**config.mk**
```make
export PLATFORM = sky130hd
export DESIGN_NAME = tcp_rx_flow_lifecycle_ctrl
export DESIGN_NICKNAME = d
export VERILOG_FILES = /design/src/rtl/tcp_slow_pkg.sv /design/src/rtl/tcp_slow_hs_timer.sv /design/src/rtl/tcp_rx_flow_lifecycle_ctrl.sv
export SDC_FILE = /design/constraint.sdc
export NUM_CORES = 1
export LEC_CHECK = 0
export ABC_AREA = 1
export BUFFER_PORTS_ARGS = -buffer_cell sky130_fd_sc_hd__clkbuf_2
export CORE_AREA = 2 2 134 136
export DETAILED_ROUTE_END_ITERATION = 8
export DIE_AREA = 0 0 136 138
export PLACE_DENSITY_LB_ADDON = 0.15
export SETUP_SLACK_MARGIN = 0.02
export SLEW_MARGIN = 20
export SYNTH_ARGS = -nofsm -noshare
export SYNTH_HDL_FRONTEND = slang
export SYNTH_SLANG_ARGS = --single-unit
```
**constraint.sdc**
```tcl
create_clock -name clk -period 2.8 [get_ports clk]
set_input_delay 0.14 -clock clk [delete_from_list [all_inputs] [get_ports clk]]
set_output_delay 0.14 -clock clk [all_outputs]
set_load 0.01 [all_outputs]
```
**src/rtl/tcp_slow_pkg.sv**
```systemverilog
// Shared constants and types for the TCP RX slow-path flow lifecycle controller.
package tcp_slow_pkg;

    localparam logic [7:0] FLAG_FIN = 8'h01;
    localparam logic [7:0] FLAG_SYN = 8'h02;
    localparam logic [7:0] FLAG_RST = 8'h04;

    typedef enum logic [1:0] {
        RSN_OK        = 2'd0,
        RSN_BAD_PKT   = 2'd1,
        RSN_NO_FLOWID = 2'd2,
        RSN_TIMEOUT   = 2'd3
    } reason_e;

    localparam int unsigned ST_W = 3;
    localparam logic [ST_W-1:0] ST_IDLE  = 3'd0;
    localparam logic [ST_W-1:0] ST_ALLOC = 3'd1;
    localparam logic [ST_W-1:0] ST_INIT  = 3'd2;
    localparam logic [ST_W-1:0] ST_SEND  = 3'd3;
    localparam logic [ST_W-1:0] ST_NOTIF = 3'd4;
    localparam logic [ST_W-1:0] ST_FREE  = 3'd5;
    localparam logic [ST_W-1:0] ST_DONE  = 3'd6;

    // FIN or RST requests teardown of an existing flow
    function automatic logic is_close_flags(input logic [7:0] flags);
        return (flags & (FLAG_FIN | FLAG_RST)) != 8'h00;
    endfunction

endpackage

```
**src/rtl/tcp_slow_hs_timer.sv**
```systemverilog
// Per-state wait counter: loaded on state entry, expires on the last permitted cycle.
module tcp_slow_hs_timer #(
    parameter int unsigned W = 8
) (
    input  logic         clk,
    input  logic         rst,
    input  logic         load,
    input  logic [W-1:0] load_val,
    output logic         expired_c
);

    logic [W-1:0] cnt_q;

    always_ff @(posedge clk or posedge rst) begin
        if (rst) begin
            cnt_q <= '0;
        end else if (load) begin
            cnt_q <= load_val;
        end else if (cnt_q != '0) begin
            cnt_q <= cnt_q - W'(1);
        end
    end

    assign expired_c = (cnt_q == '0);

endmodule

```
**src/rtl/tcp_rx_flow_lifecycle_ctrl.sv**
```systemverilog
// Slow-path controller: opens flows on SYN, tears them down on FIN/RST, with bounded waits and stats.
module tcp_rx_flow_lifecycle_ctrl
    import tcp_slow_pkg::*;
#(
    parameter int unsigned FLOWID_W    = 8,
    parameter int unsigned FLOWID_WAIT = 4,
    parameter int unsigned HS_TIMEOUT  = 64,
    parameter int unsigned CNT_W       = 16
) (
    input  logic                clk,
    input  logic                rst,
    input  logic                slow_path_val,
    output logic                slow_path_rdy,
    input  logic [7:0]          slow_path_flags,
    input  logic                slow_path_lookup_hit,
    input  logic [FLOWID_W-1:0] slow_path_lookup_flowid,
    output logic                flowid_alloc_val,
    input  logic                flowid_alloc_rdy,
    input  logic [FLOWID_W-1:0] flowid_alloc_id,
    output logic                flowid_free_val,
    input  logic                flowid_free_rdy,
    output logic                init_state_val,
    input  logic                init_state_rdy,
    output logic                send_pkt_enqueue_val,
    input  logic                send_pkt_enqueue_rdy,
    output logic                app_flow_notif_val,
    input  logic                app_flow_notif_rdy,
    output logic                app_flow_notif_close,
    output logic [FLOWID_W-1:0] cur_flowid,
    output logic                slow_path_done_val,
    input  logic                slow_path_done_rdy,
    output logic                done_drop,
    output logic [1:0]          done_reason,
    output logic [CNT_W-1:0]    stat_open_cnt,
    output logic [CNT_W-1:0]    stat_close_cnt,
    output logic [CNT_W-1:0]    stat_drop_cnt
);

    localparam int unsigned TMR_MAX = (FLOWID_WAIT > HS_TIMEOUT) ? FLOWID_WAIT : HS_TIMEOUT;
    localparam int unsigned TMR_W   = $clog2(TMR_MAX + 1);

    logic [ST_W-1:0]     state_q, state_nxt;
    reason_e             reason_q, reason_nxt;
    logic                close_nxt;
    logic [FLOWID_W-1:0] flowid_nxt;
    logic                tmr_load_c;
    logic [TMR_W-1:0]    tmr_load_val_c;
    logic                tmr_expired_c;
    logic                stat_evt_c;

    // Counter restarts on every state change with the limit of the state being entered
    assign tmr_load_c     = (state_nxt != state_q);
    assign tmr_load_val_c = (state_nxt == ST_ALLOC) ? TMR_W'(FLOWID_WAIT - 1)
                                                    : TMR_W'(HS_TIMEOUT - 1);

    tcp_slow_hs_timer #(.W(TMR_W)) u_timer (
        .clk       (clk),
        .rst       (rst),
        .load      (tmr_load_c),
        .load_val  (tmr_load_val_c),
        .expired_c (tmr_expired_c)
    );

    // Next-state and next-value decode
    always_comb begin
        state_nxt  = state_q;
        reason_nxt = reason_q;
        close_nxt  = app_flow_notif_close;
        flowid_nxt = cur_flowid;
        case (state_q)
            ST_IDLE: begin
                if (slow_path_val && slow_path_rdy) begin
                    reason_nxt = RSN_OK;
                    close_nxt  = 1'b0;
                    if (slow_path_flags == FLAG_SYN && !slow_path_lookup_hit) begin
                        state_nxt = ST_ALLOC;
                    end else if (is_close_flags(slow_path_flags) && slow_path_lookup_hit) begin
                        flowid_nxt = slow_path_lookup_flowid;
                        close_nxt  = 1'b1;
                        state_nxt  = ST_NOTIF;
                    end else begin
                        reason_nxt = RSN_BAD_PKT;
                        state_nxt  = ST_DONE;
                    end
                end
            end
            ST_ALLOC: begin
                if (flowid_alloc_rdy) begin
                    flowid_nxt = flowid_alloc_id;
                    state_nxt  = ST_INIT;
                end else if (tmr_expired_c) begin
                    reason_nxt = RSN_NO_FLOWID;
                    state_nxt  = ST_DONE;
                end
            end
            ST_INIT: begin
                if (init_state_rdy) begin
                    state_nxt = ST_SEND;
                end else if (tmr_expired_c) begin
                    reason_nxt = RSN_TIMEOUT;
                    state_nxt  = ST_FREE;
                end
            end
            ST_SEND: begin
                if (send_pkt_enqueue_rdy) begin
                    close_nxt = 1'b0;
                    state_nxt = ST_NOTIF;
                end else if (tmr_expired_c) begin
                    reason_nxt = RSN_TIMEOUT;
                    state_nxt  = ST_FREE;
                end
            end
            ST_NOTIF: begin
                if (app_flow_notif_rdy) begin
                    state_nxt = app_flow_notif_close ? ST_FREE : ST_DONE;
                end else if (tmr_expired_c) begin
                    reason_nxt = RSN_TIMEOUT;
                    state_nxt  = ST_FREE;
                end
            end
            ST_FREE: begin
                if (flowid_free_rdy) begin
                    state_nxt = ST_DONE;
                end else if (tmr_expired_c) begin
                    reason_nxt = RSN_TIMEOUT;
                    state_nxt  = ST_DONE;
                end
            end
            ST_DONE: begin
                if (slow_path_done_rdy) begin
                    state_nxt = ST_IDLE;
                end
            end
            default: begin
                state_nxt = ST_IDLE;
            end
        endcase
    end

    // State and registered handshake outputs
    always_ff @(posedge clk or posedge rst) begin
        if (rst) begin
            state_q              <= ST_IDLE;
            reason_q             <= RSN_OK;
            app_flow_notif_close <= 1'b0;
            cur_flowid           <= '0;
            slow_path_rdy        <= 1'b0;
            flowid_alloc_val     <= 1'b0;
            init_state_val       <= 1'b0;
            send_pkt_enqueue_val <= 1'b0;
            app_flow_notif_val   <= 1'b0;
            flowid_free_val      <= 1'b0;
            slow_path_done_val   <= 1'b0;
            done_drop            <= 1'b0;
        end else begin
            state_q              <= state_nxt;
            reason_q             <= reason_nxt;
            app_flow_notif_close <= close_nxt;
            cur_flowid           <= flowid_nxt;
            slow_path_rdy        <= (state_nxt == ST_IDLE);
            flowid_alloc_val     <= (state_nxt == ST_ALLOC);
            init_state_val       <= (state_nxt == ST_INIT);
            send_pkt_enqueue_val <= (state_nxt == ST_SEND);
            app_flow_notif_val   <= (state_nxt == ST_NOTIF);
            flowid_free_val      <= (state_nxt == ST_FREE);
            slow_path_done_val   <= (state_nxt == ST_DONE);
            done_drop            <= (state_nxt == ST_DONE) && (reason_nxt != RSN_OK);
        end
    end

    assign done_reason = reason_q;
    assign stat_evt_c  = (state_q == ST_DONE) && slow_path_done_rdy;

    // Saturating outcome counters, bumped as each completion is accepted
    always_ff @(posedge clk or posedge rst) begin
        if (rst) begin
            stat_open_cnt  <= '0;
            stat_close_cnt <= '0;
            stat_drop_cnt  <= '0;
        end else if (stat_evt_c) begin
            if (reason_q != RSN_OK) begin
                if (stat_drop_cnt != '1) stat_drop_cnt <= stat_drop_cnt + CNT_W'(1);
            end else if (app_flow_notif_close) begin
                if (stat_close_cnt != '1) stat_close_cnt <= stat_close_cnt + CNT_W'(1);
            end else begin
                if (stat_open_cnt != '1) stat_open_cnt <= stat_open_cnt + CNT_W'(1);
            end
        end
    end

endmodule
```
==> summary by stage, run 1 <==
Run status
The run finished with clean final reports.

Route
The average wire per standard cell is ~13 um. The total detailed-routing wirelength is between 10 and 15 mm. The number of optimization iterations in the first detailed-route pass is 4.

The final route contains 3563 vias. The detailed-route vias per instance is ~4.2. The detail route stage leaves a number of antenna-violating nets equal to 0.

The first routing iteration left roughly 200 violations. The count of unresolved DRC violations after routing is 0.

Synthesis
The most common cell in the synthesized netlist is sky130_fd_sc_hd__nand2_1. The net count after synthesis is 546. The register bit count reported by yosys is a little under 80.

Sorting the synthesized cells by area gives the leading types as sky130_fd_sc_hd__dfrtp_1 46%, sky130_fd_sc_hd__nand2_1 9.2%, sky130_fd_sc_hd__xor2_1 5.8%, sky130_fd_sc_hd__inv_1 5.3%, sky130_fd_sc_hd__nor2_1 4.8%. By area, the combinational part of the netlist is dominated by simple AND/OR/NAND/NOR gates. The fraction of the mapped netlist area in adder cells is under 10%.

The total of warnings raised by yosys is 0. Of the total synthesized cell area, the portion taken by XOR and XNOR cells is 9.52%. The summed instance area of the synthesized netlist is 4230 um2.

The simple-gate share of the synthesized area is between 30% and 40%. The cell taking the most area after synthesis is sky130_fd_sc_hd__dfrtp_1. The average footprint of a synthesized cell is roughly 8.3 um2. The part of the Yosys area used for sequential elements is a little under half. The share of flip-flops with an asynchronous set or reset is 100%. The number of flops mapped to enable cells by yosys is 0. The netlist uses 33 different library cells. After synthesis, the share of cell area in mux cells is 0.266%.

Summing the areas of all compound-gate instances in the mapped netlist gives 5.50% of the synthesized area. The cell count after synthesis is 508. The top cell type by area accounts for 45.5% of the synthesized area.

After synthesis, the most frequently instantiated cells are 104 x sky130_fd_sc_hd__nand2_1, 77 x sky130_fd_sc_hd__dfrtp_1, 60 x sky130_fd_sc_hd__inv_1, 54 x sky130_fd_sc_hd__nor2_1, 38 x sky130_fd_sc_hd__nand3_1. The main flop type after synthesis is sky130_fd_sc_hd__dfrtp_1.

Floorplan
The initial utilization of the core area, before any placement, comes to 24.1%. From bottom edge to top edge, the die measures approximately 140 um. The number of I/O pins is 101. After floorplanning, the core was sized to cover 17500 um2. The die covers 18800 um2. The number of rows in the core area is around 50. The floorplan step set the die width to roughly 140 um.

Worst setup path
Data on the critical path is required at its endpoint by between 3 and 4 ns. The data arrival time at the worst-slack endpoint is 2.52 ns. The category of the worst setup path capture point is a register.

The internal reg-to-reg setup slack is 0.50 ns. The largest fanout of any net on the critical path is 15. STA classifies the critical path startpoint as a register. The path type of the worst setup path is reg -> reg.

GRT
The global routing met2 resource utilization is 18.7%. The layer carrying the most global-route usage is met2. The global route total overflow is 0. The largest net degree at the start of global routing is 45.

The met1 track demand over resource in global routing is 16.9%. The number of antenna violations at the first check in global routing is 0. The via count of the first global-routing pass is 3513. The first global-routing pass estimated between 15 and 20 mm of wire.

The all-layer global routing usage is about an eighth. The global routing usage on met3 is 2.82%.

Placement
The final estimated routing congestion in global placement is approximately 0.84. The count of buffers added on input and output ports is 100. The worst slack after detailed placement is slightly above 0.5 ns. The wire-length estimate of the detail-placed layout is 8.38 mm. The cell area after placement is roughly 5000 um2.

Power
Power comes to around 4.1 mW. The peak supply drop is 0.332 mV. For this design the ratio of total power to cell area is around 780 nW/um2. The leakage power of the design is 2.66 nW.

CTS
The count of hold buffers inserted by post-cts repair is 1. The longest clock path from root to sink contains 2 buffers. Counting every sink on the clock net gives 77. The clock tree from TritonCTS is done. Clock-pin slew was measured on the worst setup and hold paths at 0.06 ns.

The quantity of gates resized following cts is 0. The post-CTS setup buffer count is 0. TritonCTS created 9 clock buffers. The source-to-sink clock delay at the later pin of the worst-skew pair is 0.33 ns. The clock root buffer is sky130_fd_sc_hd__clkbuf_16. The total number of H-tree levels is 3.

Layout
0 antenna diodes ended up in the layout. The signed area change from the synthesized netlist to the final layout is 24.3%. The post-route netlist has between 20 and 30% of its cells at a drive strength greater than 1. The final-stage net count is approximately 660. Summing all non-filler instances in the final layout gives an area of 5260 um2.

STA
The headroom to the max-slew limit is 56.5%. On the final layout, the worst clock skew is slightly below 0.004 ns. After layout, the worst setup slack is 0.500 ns. In the finished design, the share of the clock period the worst path needs comes to 82.1%. The total negative slack is 0 ns. The clock period minus final worst setup slack is 2.30 ns. The hold violation total from the final report is 0. Static timing analysis puts the maximum clock frequency at approximately 0.43 GHz. Setup repair after global routing left no endpoint under its margin. The slew at the pin closest to its max-slew limit is 0.652 ns. The max-slew violation count came to 0. The setup-violating endpoint count in the final report is 0.

Flow run
The tool flagged a number of max-cap violations equal to 0.

Worst hold path
The path class of the lowest-slack min-delay path is in -> reg.
==> power by group <==
part           switching [mW]  internal [mW]
logic                   0.930          0.554
clock network           0.452          0.586
registers               0.217           1.34
total                    1.60           2.48
==> state kept, by name (all words and copies together), names as in the netlist <==
| register | flops |
|---|---|
| slow_path_rdy | 1 |
| app_flow_notif_close | 1 |
| state_q | 3 |
| done_reason | 2 |
| stat_close_cnt | 16 |
| flowid_alloc_val | 1 |
| done_drop | 1 |
| slow_path_done_val | 1 |
| flowid_free_val | 1 |
| init_state_val | 1 |
| app_flow_notif_val | 1 |
| cur_flowid | 8 |
| stat_open_cnt | 16 |
| u_timer.cnt_q | 7 |
| send_pkt_enqueue_val | 1 |
| stat_drop_cnt | 16 |
==> placed cells by master, fill, tap and decap left out, drive strengths merged <==
cell type	synthesis	routed
a21oi	9	9
a22oi	1	1
and3	1	1
buf	5	2
clkbuf	0	111
clkinv	0	4
dfrtp	77	77
dlygate4sd3	0	1
ha	4	4
inv	64	63
mux2	1	1
nand2	120	120
nand3	40	40
nand3b	1	1
nand4	7	7
nor2	73	73
nor3	14	14
nor4	6	6
o211ai	1	1
o21a	9	9
o21ai	21	21
or2	8	8
xnor2	18	18
xor2	28	28
==> area by class of cell <==
type | instances | area (um2)
clock inverter | 3 | 15.0
inverter | 64 | 244
fill | 1894 | 12300
sequential | 77 | 1930
multi-input combinational | 362 | 2020
timing repair buffer | 103 | 538
clock buffer | 11 | 233
tap | 229 | 287
==> path summary, 6_finish.rpt <==
check / to / from / depth (start not counted)
worst min register to register: stat_close_cnt[7] / stat_close_cnt[7] / 1
worst max-delay path: u_timer.cnt_q[2] / u_timer.cnt_q[0] / 15
worst min-delay path: cur_flowid[3] / flowid_alloc_id[3] / 4
min in group asynchronous: stat_drop_cnt[6] / rst / 3
max in group asynchronous: u_timer.cnt_q[0] / rst / 4
worst max register to register: u_timer.cnt_q[2] / u_timer.cnt_q[0] / 15
==> worst max-delay path, cell delays in order (launching register included) <==
cell and delay, ns:
sky130_fd_sc_hd__dfrtp_1 0.38, sky130_fd_sc_hd__inv_1 0.10, sky130_fd_sc_hd__ha_1 0.21, sky130_fd_sc_hd__inv_1 0.08, sky130_fd_sc_hd__nor2_2 0.12, sky130_fd_sc_hd__nand3_2 0.29
sky130_fd_sc_hd__nand2_1 0.19, sky130_fd_sc_hd__nand2_1 0.08, sky130_fd_sc_hd__nor2_2 0.11, sky130_fd_sc_hd__nand2_2 0.08, sky130_fd_sc_hd__nand2_2 0.06, sky130_fd_sc_hd__nand2_2 0.06
sky130_fd_sc_hd__nor2_4 0.15, sky130_fd_sc_hd__nand2_4 0.10, sky130_fd_sc_hd__nor2_4 0.12, sky130_fd_sc_hd__a21oi_1 0.06
==> stage by stage <==
step / utilization (%) / std cells / hold WS, ns
after floorplan: - / 508 / 0.368
after global placement: 28.5 / 834 / 0.235
after detailed placement: 28.5 / 834 / 0.233
after CTS: 30.0 / 849 / 0.128
after global routing: 30.0 / 849 / 0.151
final: 30.0 / 849 / 0.143
==> kinds of logic (layout without fill, tap and decap cells) <==
group                      after synthesis  count (layout)
xor gates and xnor gates                46              46
and+or+nand+nor                        270             270
muxes                                    1               1
buffers and inverters                   69             181
adders and majority gates                4               4
DFF                                     77              77
AOI/OAI and AO/OA                       41              41
==> metal layers <==
metal | up-vias | wire length (um)
met5 | - | 0
met4 | 0 | 158
met3 | 13 | 494
met2 | 86 | 4970
met1 | 1640 | 5310
li1 | 1824 | -
Power figures use the tool's default switching activity.
==> run 2, diff against run 1 <==
- ABC_AREA: 1 -> 0
- CORE_AREA: 2 2 134 136 -> 2 2 128 130
- DIE_AREA: 0 0 136 138 -> 0 0 130 132
- clock period: 2.8 -> 2.1 ns (I/O delays scaled with it)
==> run 2 against run 1 <==
Sequential share of layout area decreased by 2.4 points. Largest cell class unchanged. Highest routed layer unchanged. Combinational power increased by 55%. The flow now finishes with violations (setup timing). Synthesized cell count decreased by 24%. Clock power increased by 61%. Global-route usage increased by 0.86 points. Critical path type unchanged.
==> summary by stage, run 2 <==
Run status
Result of the run: complete, but fails checks (was complete, no violations). The final reports fail on setup timing.

Worst setup path
The worst stage delay on the critical path is 0.53 ns (was 0.38 ns). The slowest cell on the critical path is sky130_fd_sc_hd__or4b_4 (was sky130_fd_sc_hd__dfrtp_1). The type of origin of the critical path is a register (unchanged). The data required time of the critical path is 2.37 ns (was 3.02 ns).

The number of cells on the worst reg-to-reg path was 8 (was 15). The largest fanout of any net on the critical path came to 4 (was 15). Critical Path, Cell by Cell: inv_2 > ha_4 > nor3b_4 > nand2_2 > o2bb2ai_4 > or4b_4 > a221oi_4 > mux2i_1 (was inv_1 > ha_1 > inv_1 > nor2_2 > nand3_2 > nand2_1 > nand2_1 > nor2_2 > nand2_2 > nand2_2 > nand2_2 > nor2_4 > nand2_4 > nor2_4 > a21oi_1). The depth of the critical timing path with buffers and inverters included was 8 (was 15).

The data arrival time at the worst-slack endpoint is 2.57 ns (was 2.52 ns). The kind of cell adding the most delay to the critical path is simple AND/OR/NAND/NOR gates (unchanged). The buffer and inverter count on the worst path came to 1 (was 2). The path type of the worst setup path was reg -> reg (unchanged). The category of the worst setup path capture point was a register (unchanged).

Floorplan
The area of the core is 15700 um2 (was 17500 um2). The number of I/O pins is 101 (unchanged). The die outline area is 17200 um2 (was 18800 um2). The width of the die is 130 um (was 136 um). The starting utilization of the core area is 24.5% (was 24.1%). The number of rows in the core area came to 46 (was 49). The die height is 132 um (was 138 um).

STA
The max-slew violation count is 0 (unchanged). The worst slack on hold paths is 0.0495 ns (was 0.143 ns). The setup slack of the critical path after layout came to -0.195 ns (was 0.500 ns). The achievable clock frequency is 0.436 GHz (was 0.435 GHz). The headroom to the max-slew limit is 47.5% (was 56.5%). The hold violation total from the final report is 0 (unchanged). The slew at the pin closest to its max-slew limit is 0.781 ns (was 0.652 ns). The total negative slack is -1.88 ns (was 0 ns). The setup-violating endpoint count in the final report is 16 (was 0).

The clock period minus final worst setup slack came to 2.30 ns (about the same). The final clock skew is 0.00520 ns (was 0.00389 ns). The fraction of the cycle the final worst path needs is 109% (was 82.1%). Unrepaired setup endpoints after global routing: yes (was no).

Synthesis
The cell count after synthesis was 386 (was 508). The cell taking the most area after synthesis is sky130_fd_sc_hd__dfrtp_1 (unchanged). The part of the Yosys area used for sequential elements is 50.0% (was 45.5%). The share of flip-flops with an asynchronous set or reset is 100% (unchanged).

The net count after synthesis came to 424 (was 546). The mux share of post-synthesis cell area is 2.63% (was 0.266%). The fraction of the mapped netlist area in adder cells is 1.30% (was 1.18%). The largest family of logic cells by synthesized area is simple AND/OR/NAND/NOR gates (unchanged). The total of warnings raised by yosys came to 0 (unchanged).

The summed instance area of the synthesized netlist was 3850 um2 (was 4230 um2). Dominant cells by area after synthesis: sky130_fd_sc_hd__dfrtp_1 50%, sky130_fd_sc_hd__xnor2_1 8.0%, sky130_fd_sc_hd__nand2_1 4.5%, sky130_fd_sc_hd__xor2_1 3.4%, sky130_fd_sc_hd__nor2_1 3.3% (was sky130_fd_sc_hd__dfrtp_1 46%, sky130_fd_sc_hd__nand2_1 9.2%, sky130_fd_sc_hd__xor2_1 5.8%, sky130_fd_sc_hd__inv_1 5.3%, sky130_fd_sc_hd__nor2_1 4.8%). The most numerous cell in the Yosys netlist is sky130_fd_sc_hd__dfrtp_1 (was sky130_fd_sc_hd__nand2_1). The post-synthesis xor/xnor area fraction is 11.4% (was 9.52%). The number of flops mapped to enable cells by yosys is 0 (unchanged).

The simple-gate share of the synthesized area came to 23.2% (was 31.2%). The area share of the largest cell type after synthesis was 50.0% (was 45.5%). Most frequent cells after synthesis: 77 x sky130_fd_sc_hd__dfrtp_1, 46 x sky130_fd_sc_hd__nand2_1, 35 x sky130_fd_sc_hd__xnor2_1, 34 x sky130_fd_sc_hd__nor2_1, 19 x sky130_fd_sc_hd__nand3_1 (was 104 x sky130_fd_sc_hd__nand2_1, 77 x sky130_fd_sc_hd__dfrtp_1, 60 x sky130_fd_sc_hd__inv_1, 54 x sky130_fd_sc_hd__nor2_1, 38 x sky130_fd_sc_hd__nand3_1). The register bit count reported by yosys is 77 (unchanged). The compound-gate portion of the synthesized area came to 9.13% (was 5.50%). The average footprint of a synthesized cell is 9.98 um2 (was 8.33 um2). The number of unique standard cell types used by synthesis came to 58 (was 33). The main flop type after synthesis is sky130_fd_sc_hd__dfrtp_1 (unchanged).

Route
The average wire per standard cell was 13.9 um (was 12.9 um). The detailed-route vias per instance is 4.42 (was 4.20). The routed via count is 3434 (was 3563). The count of routing violations after the opening detailed-route iteration came to 126 (was 199). The remaining antenna violation count was 0 (unchanged). The count of unresolved DRC violations after routing is 0 (unchanged). The number of optimization iterations in the first detailed-route pass was 4 (unchanged).

The total detailed-routing wirelength was 10.8 mm (was 10.9 mm).

GRT
The number of antenna violations at the first check in global routing is 0 (unchanged). The via count of the first global-routing pass is 3396 (was 3513). The largest net degree at the start of global routing is 34 (was 45). The met1 track demand over resource in global routing is 17.5% (was 16.9%). The global routing usage on met3 is 3.98% (was 2.82%). The wire length of the first global-routing pass came to 17.6 mm (was 18.2 mm).

The global routing met2 resource utilization is 19.7% (was 18.7%). The layer carrying the most global-route usage is met2 (unchanged). The all-layer global routing usage was 13.1% (was 12.2%). The global route total overflow is 0 (unchanged).

Worst hold path
The path class of the lowest-slack min-delay path is in -> reg (unchanged). The number of cells traversed by the worst hold path came to 3 (was 4).

Layout
The proportion of layout cells with a drive suffix above 1 is 39.9% (was 27.3%). The footprint of the flip-flops and latches was 1930 um2 (about the same). The utilization after layout is 35.9% (was 30.0%). The area taken by multi-input logic gates is 2050 um2 (was 2020 um2).

The number of filler instances in the final layout was 1587 (was 1894). The signed area change from the synthesized netlist to the final layout is 46.2% (was 24.3%). Top flop regs: stat_close_cnt x16, stat_drop_cnt x16, stat_open_cnt x16 (unchanged). The commonest non-fill, non-tap cell in the layout is sky130_fd_sc_hd__clkbuf_2 (was sky130_fd_sc_hd__nand2_1). The final-stage net count is 594 (was 655). The antenna diode count is 0 (unchanged). Most frequent cells in the layout: 100 x sky130_fd_sc_hd__clkbuf_2, 76 x sky130_fd_sc_hd__dfrtp_1, 63 x sky130_fd_sc_hd__buf_4 (was 104 x sky130_fd_sc_hd__nand2_1, 100 x sky130_fd_sc_hd__clkbuf_2, 77 x sky130_fd_sc_hd__dfrtp_1).

CTS
The clock tree buffer depth is 2 (unchanged). The clock tree from TritonCTS was done (unchanged). The clock root buffer is sky130_fd_sc_hd__clkbuf_16 (unchanged). The total number of H-tree levels is 3 (unchanged). The clock buffer count from CTS is 9 (unchanged). The source-to-sink clock delay at the later pin of the worst-skew pair is 0.35 ns (was 0.33 ns). The number of sinks driven by the clock tree is 77 (unchanged). The clock transition time at the flip-flop clock pins of the worst setup and hold paths is 0.06 ns (about the same).

Power
The leakage power of the design is 2.70 nW (was 2.66 nW). The power per cell area is 1060 nW/um2 (was 776 nW/um2). The power after layout was 5.97 mW (was 4.08 mW). The peak supply drop is 0.427 mV (was 0.332 mV).

Placement
The port buffer count was 100 (unchanged). The worst slack after detailed placement is -0.259 ns (was 0.518 ns). The final estimated routing congestion in global placement is 0.777 (was 0.839).

The half-perimeter wire length after detailed placement came to 8.04 mm (was 8.38 mm).

Flow run
The number of max-cap violations came to 0 (unchanged).
run 2: cell types whose count changed after synthesis, moves of 13 or more:
| cell | change |
|---|---|
| sky130_fd_sc_hd__nor2_1 | -20 |
| sky130_fd_sc_hd__nand3_1 | -19 |
| sky130_fd_sc_hd__xnor2_1 | +17 |
| sky130_fd_sc_hd__inv_1 | -44 |
| sky130_fd_sc_hd__xor2_1 | -13 |
| sky130_fd_sc_hd__nand2_1 | -58 |
run 2: cell families (layout without fill, tap and decap cells):
group                      Yosys count  in the layout
AOI/OAI and AO/OA                   51             51
adders and majority gates            4              4
buffers and inverters               23            198
DFF                                 77             77
muxes                               10             10
and+or+nand+nor                    171            171
xor gates and xnor gates            50             50
run 2: final timing paths:
| path | from | end | slack (ns) |
|---|---|---|---|
| setup / recovery | u_timer.cnt_q[1] | u_timer.cnt_q[2] | -0.20 |
| hold / removal | slow_path_lookup_flowid[6] | cur_flowid[6] | 0.05 |
| setup reg to reg | u_timer.cnt_q[1] | u_timer.cnt_q[2] | -0.20 |
| hold reg to reg | stat_close_cnt[13] | stat_close_cnt[13] | 0.48 |
| max in group asynchronous | rst | cur_flowid[0] | 1.15 |
| min in group asynchronous | rst | cur_flowid[4] | 0.32 |
run 2: what timing repair did:
item | CTS | global route
gates cloned | 0 | 0
setup buffers | 2 | 7
setup endpoints to repair | 17 | 37
endpoints found under the hold margin | 27 | 0
pin swaps | 7 | 13
hold buffers | 1 | 0
gates resized for setup | 16 | 21
run 2: report_power, final:
group | internal, mW | leakage, nW | switching (mW)
Sequential | 1.76 | 1.01 | 0.250
Combinational | 1.11 | 1.54 | 1.18
Clock | 1.04 | 0.147 | 0.633
run 2: per-stage QoR:
step / cells / area, um2
floorplan: 386 / 3900
global placement: 751 / 5070
detailed placement: 751 / 5070
CTS: 770 / 5480
global route: 777 / 5630
finish: 777 / 5630
run 2: worst reg2reg max path: cells and delay by family (launching register included):
kind | cells | cell delay [ns]
AO/OA/AOI/OAI | 2 | 0.46
buffers and inverters | 1 | 0.08
flip-flops | 1 | 0.39
multiplexers | 1 | 0.22
adder cells (fa/ha/maj) | 1 | 0.15
AND/OR/NAND/NOR | 3 | 0.93
run 2: area by class of cell:
| class | instances | share of cell area (%) |
|---|---|---|
| Tap cell | 216 | 4.80 |
| Clock buffer | 12 | 4.20 |
| Inverter | 16 | 1.09 |
| Multi-Input combinational cell | 286 | 36.4 |
| Timing Repair Buffer | 166 | 18.0 |
| Sequential cell | 77 | 34.2 |
| Clock inverter | 4 | 1.29 |
run 2: metal layers:
layer  vias to the layer above  wire length [um]
met2                        79              4910
met4                         0               220
met3                        15               568
met5                         -                 0
met1                      1635              5080
li1                       1705                 -
==> run 3, diff against run 2 <==
- CELL_PAD_IN_SITES_DETAIL_PLACEMENT: default -> 1
- CELL_PAD_IN_SITES_GLOBAL_PLACEMENT: default -> 1
==> run 3 against run 2 <==
The run still ends with setup timing left. Flip-flop and latch count unchanged. Setup slack got worse by 0.028 ns. Critical path depth unchanged. First-iteration DRC count fell by 52%. Design area is 2.0% higher. Routed wire length rose by 7.9%. Sequential power about the same. Hold slack better by 0.028 ns. Clock skew is 0.0045 ns higher. Core utilization increased by 0.72 points.
==> summary by stage, run 3 (synthesis results as in run 2) <==
Run status
Result of the run: complete, but fails checks (unchanged). Violations in the final reports: setup timing (unchanged).

Layout
The utilization after layout was 36.6% (was 35.9%). The proportion of layout cells with a drive suffix above 1 is 43.0% (was 39.9%). The antenna diode count is 0 (unchanged). Most frequent cells in the layout: 100 x sky130_fd_sc_hd__clkbuf_2, 75 x sky130_fd_sc_hd__dfrtp_1, 70 x sky130_fd_sc_hd__buf_4 (was 100 x sky130_fd_sc_hd__clkbuf_2, 76 x sky130_fd_sc_hd__dfrtp_1, 63 x sky130_fd_sc_hd__buf_4). The final-stage net count was 601 (was 594). The number of filler instances in the final layout is 1795 (was 1587).

Top flop regs: stat_close_cnt x16, stat_drop_cnt x16, stat_open_cnt x16 (unchanged). The commonest non-fill, non-tap cell in the layout is sky130_fd_sc_hd__clkbuf_2 (unchanged). The non-filler instance count after layout is 784 (was 777).

The area of all placed cells without fillers came to 5750 um2 (was 5630 um2). The signed area change from the synthesized netlist to the final layout was 49.2% (was 46.2%).

STA
The setup-violating endpoint count in the final report is 14 (was 16). The fraction of the cycle the final worst path needs is 111% (was 109%). The slew at the pin closest to its max-slew limit is 0.779 ns (was 0.781 ns).

The max-slew violation count was 0 (unchanged). The clock period minus final worst setup slack is 2.32 ns (was 2.30 ns). Unrepaired setup endpoints after global routing: yes (unchanged). The setup slack of the critical path after layout came to -0.223 ns (was -0.195 ns). The final clock skew is 0.00973 ns (was 0.00520 ns). The headroom to the max-slew limit is 47.7% (was 47.5%). The hold violation total from the final report is 0 (unchanged). The achievable clock frequency is 0.430 GHz (was 0.436 GHz).

Route
The count of unresolved DRC violations after routing is 0 (unchanged). The average wire per standard cell is 14.8 um (was 13.9 um). The routed via count came to 3472 (was 3434). The number of optimization iterations in the first detailed-route pass came to 4 (unchanged).

The remaining antenna violation count is 0 (unchanged). The detailed-route vias per instance is 4.43 (was 4.42). The count of routing violations after the opening detailed-route iteration came to 61 (was 126). The total detailed-routing wirelength is 11.6 mm (was 10.8 mm).

Worst hold path
The path class of the lowest-slack min-delay path is in -> reg (unchanged). The number of cells traversed by the worst hold path was 3 (unchanged).

Floorplan
The number of I/O pins is 101 (unchanged). The width of the die is 130 um (unchanged). The area of the core came to 15700 um2 (unchanged). The die height is 132 um (unchanged). The number of rows in the core area is 46 (unchanged). The starting utilization of the core area is 24.5% (unchanged). The die outline area is 17200 um2 (unchanged).

GRT
The number of antenna violations at the first check in global routing is 0 (unchanged). The via count of the first global-routing pass is 3663 (was 3396). The largest net degree at the start of global routing is 24 (was 34). The wire length of the first global-routing pass is 19.0 mm (was 17.6 mm). The all-layer global routing usage came to 14.1% (was 13.1%).

The global route total overflow is 0 (unchanged).

Placement
The placed cell count is 752 (was 751). The half-perimeter wire length after detailed placement is 9.01 mm (was 8.04 mm). The port buffer count was 100 (unchanged).

The final estimated routing congestion in global placement is 0.796 (was 0.777). The cell area after placement came to 5070 um2 (about the same).

Worst setup path
The largest fanout of any net on the critical path is 4 (unchanged). The data arrival time at the worst-slack endpoint came to 2.58 ns (was 2.57 ns). The timing startpoint of the critical path is u_timer.cnt_q[0] (was u_timer.cnt_q[1]).

The data required time of the critical path is 2.36 ns (was 2.37 ns). The startpoint of the worst register-to-register path is u_timer.cnt_q[0] (was u_timer.cnt_q[1]). The number of cells on the worst reg-to-reg path is 8 (unchanged). The type of origin of the critical path is a register (unchanged). The category of the worst setup path capture point is a register (unchanged). The reg-to-reg critical path endpoint was u_timer.cnt_q[2] (unchanged).

The internal reg-to-reg setup slack is -0.22 ns (was -0.20 ns). The capture point of the critical path is u_timer.cnt_q[2] (unchanged). The path type of the worst setup path is reg -> reg (unchanged).

CTS
The total number of H-tree levels came to 3 (unchanged). The number of sinks driven by the clock tree is 77 (unchanged). The source-to-sink clock delay at the later pin of the worst-skew pair is 0.34 ns (was 0.35 ns). The clock tree from TritonCTS is done (unchanged). The clock tree buffer depth is 2 (unchanged).

The clock transition time at the flip-flop clock pins of the worst setup and hold paths is 0.06 ns (about the same). The clock buffer count from CTS is 9 (unchanged). The clock root buffer is sky130_fd_sc_hd__clkbuf_16 (unchanged).

Power
The leakage power of the design is 2.75 nW (was 2.70 nW). The power per cell area is 1060 nW/um2 (about the same). The peak supply drop is 0.357 mV (was 0.427 mV).

Flow run
The number of max-cap violations is 0 (unchanged).
[run 3: layout make-up]
class	count	area, um2	share of cell area (%)
Multi-Input combinational cell	286	2110	36.8
Sequential cell	77	1930	33.6
Timing Repair Buffer	173	1060	18.4
Tap cell	216	270	4.70
Clock buffer	10	229	3.98
Clock inverter	6	86.3	1.50
Inverter	16	61.3	1.07
[run 3: through the flow]
stage	power [mW]	TNS [ns]	hold slack [ns]	setup slack, ns
2_1_floorplan	3.15	-0.553	0.301	-0.133
3_3_place_gp	4.08	-2.93	0.0939	-0.221
3_5_place_dp	4.14	-3.62	0.0926	-0.277
4_1_cts	6.00	-1.73	0.0603	-0.238
5_1_grt	6.49	-4.09	0.0718	-0.360
6_report	6.07	-1.56	0.0776	-0.223
[run 3: per-layer routing]
layer	routed length, um	GRT usage (%)	vias to the layer above	share of wire, %
met1	5270	18.0	1688	45
li1	-	-	1711	-
met5	0	0	-	0
met3	465	3.17	9	4.0
met4	126	4.66	0	1.1
met2	5760	23.4	64	50
[run 3: power by group]
| part | switching (mW) | internal, mW |
|---|---|---|
| Combinational | 1.21 | 1.16 |
| Clock | 0.645 | 1.04 |
| Sequential | 0.252 | 1.76 |
| Total | 2.11 | 3.96 |
[run 3: worst min-delay path by stage]
stage	start	end
finish	slow_path_lookup_flowid[6]	cur_flowid[6]
global route	slow_path_lookup_flowid[7]	cur_flowid[7]
CTS	flowid_alloc_id[0]	cur_flowid[0]
detailed placement	rst	stat_open_cnt[0]
global placement	rst	stat_open_cnt[1]
floorplan	slow_path_lookup_flowid[0]	cur_flowid[0]
[run 3: worst max-delay path: stages, from the launching register on]
cell,delay (ns)
sky130_fd_sc_hd__dfrtp_1,0.38
sky130_fd_sc_hd__inv_2,0.08
sky130_fd_sc_hd__ha_4,0.16
sky130_fd_sc_hd__nor3b_4,0.25
sky130_fd_sc_hd__nand2_2,0.12
sky130_fd_sc_hd__o2bb2ai_4,0.15
sky130_fd_sc_hd__or4b_4,0.53
sky130_fd_sc_hd__a221oi_4,0.35
sky130_fd_sc_hd__mux2i_1,0.22
[run 3: what timing repair did]
| item | CTS | global route |
|---|---|---|
| setup buffers | 6 | 9 |
| hold buffers | 1 | 0 |
| pin swaps | 10 | 8 |
| endpoints found under the hold margin | 20 | 0 |
| endpoints found under the setup margin | 44 | 48 |
| gates resized for setup | 17 | 33 |
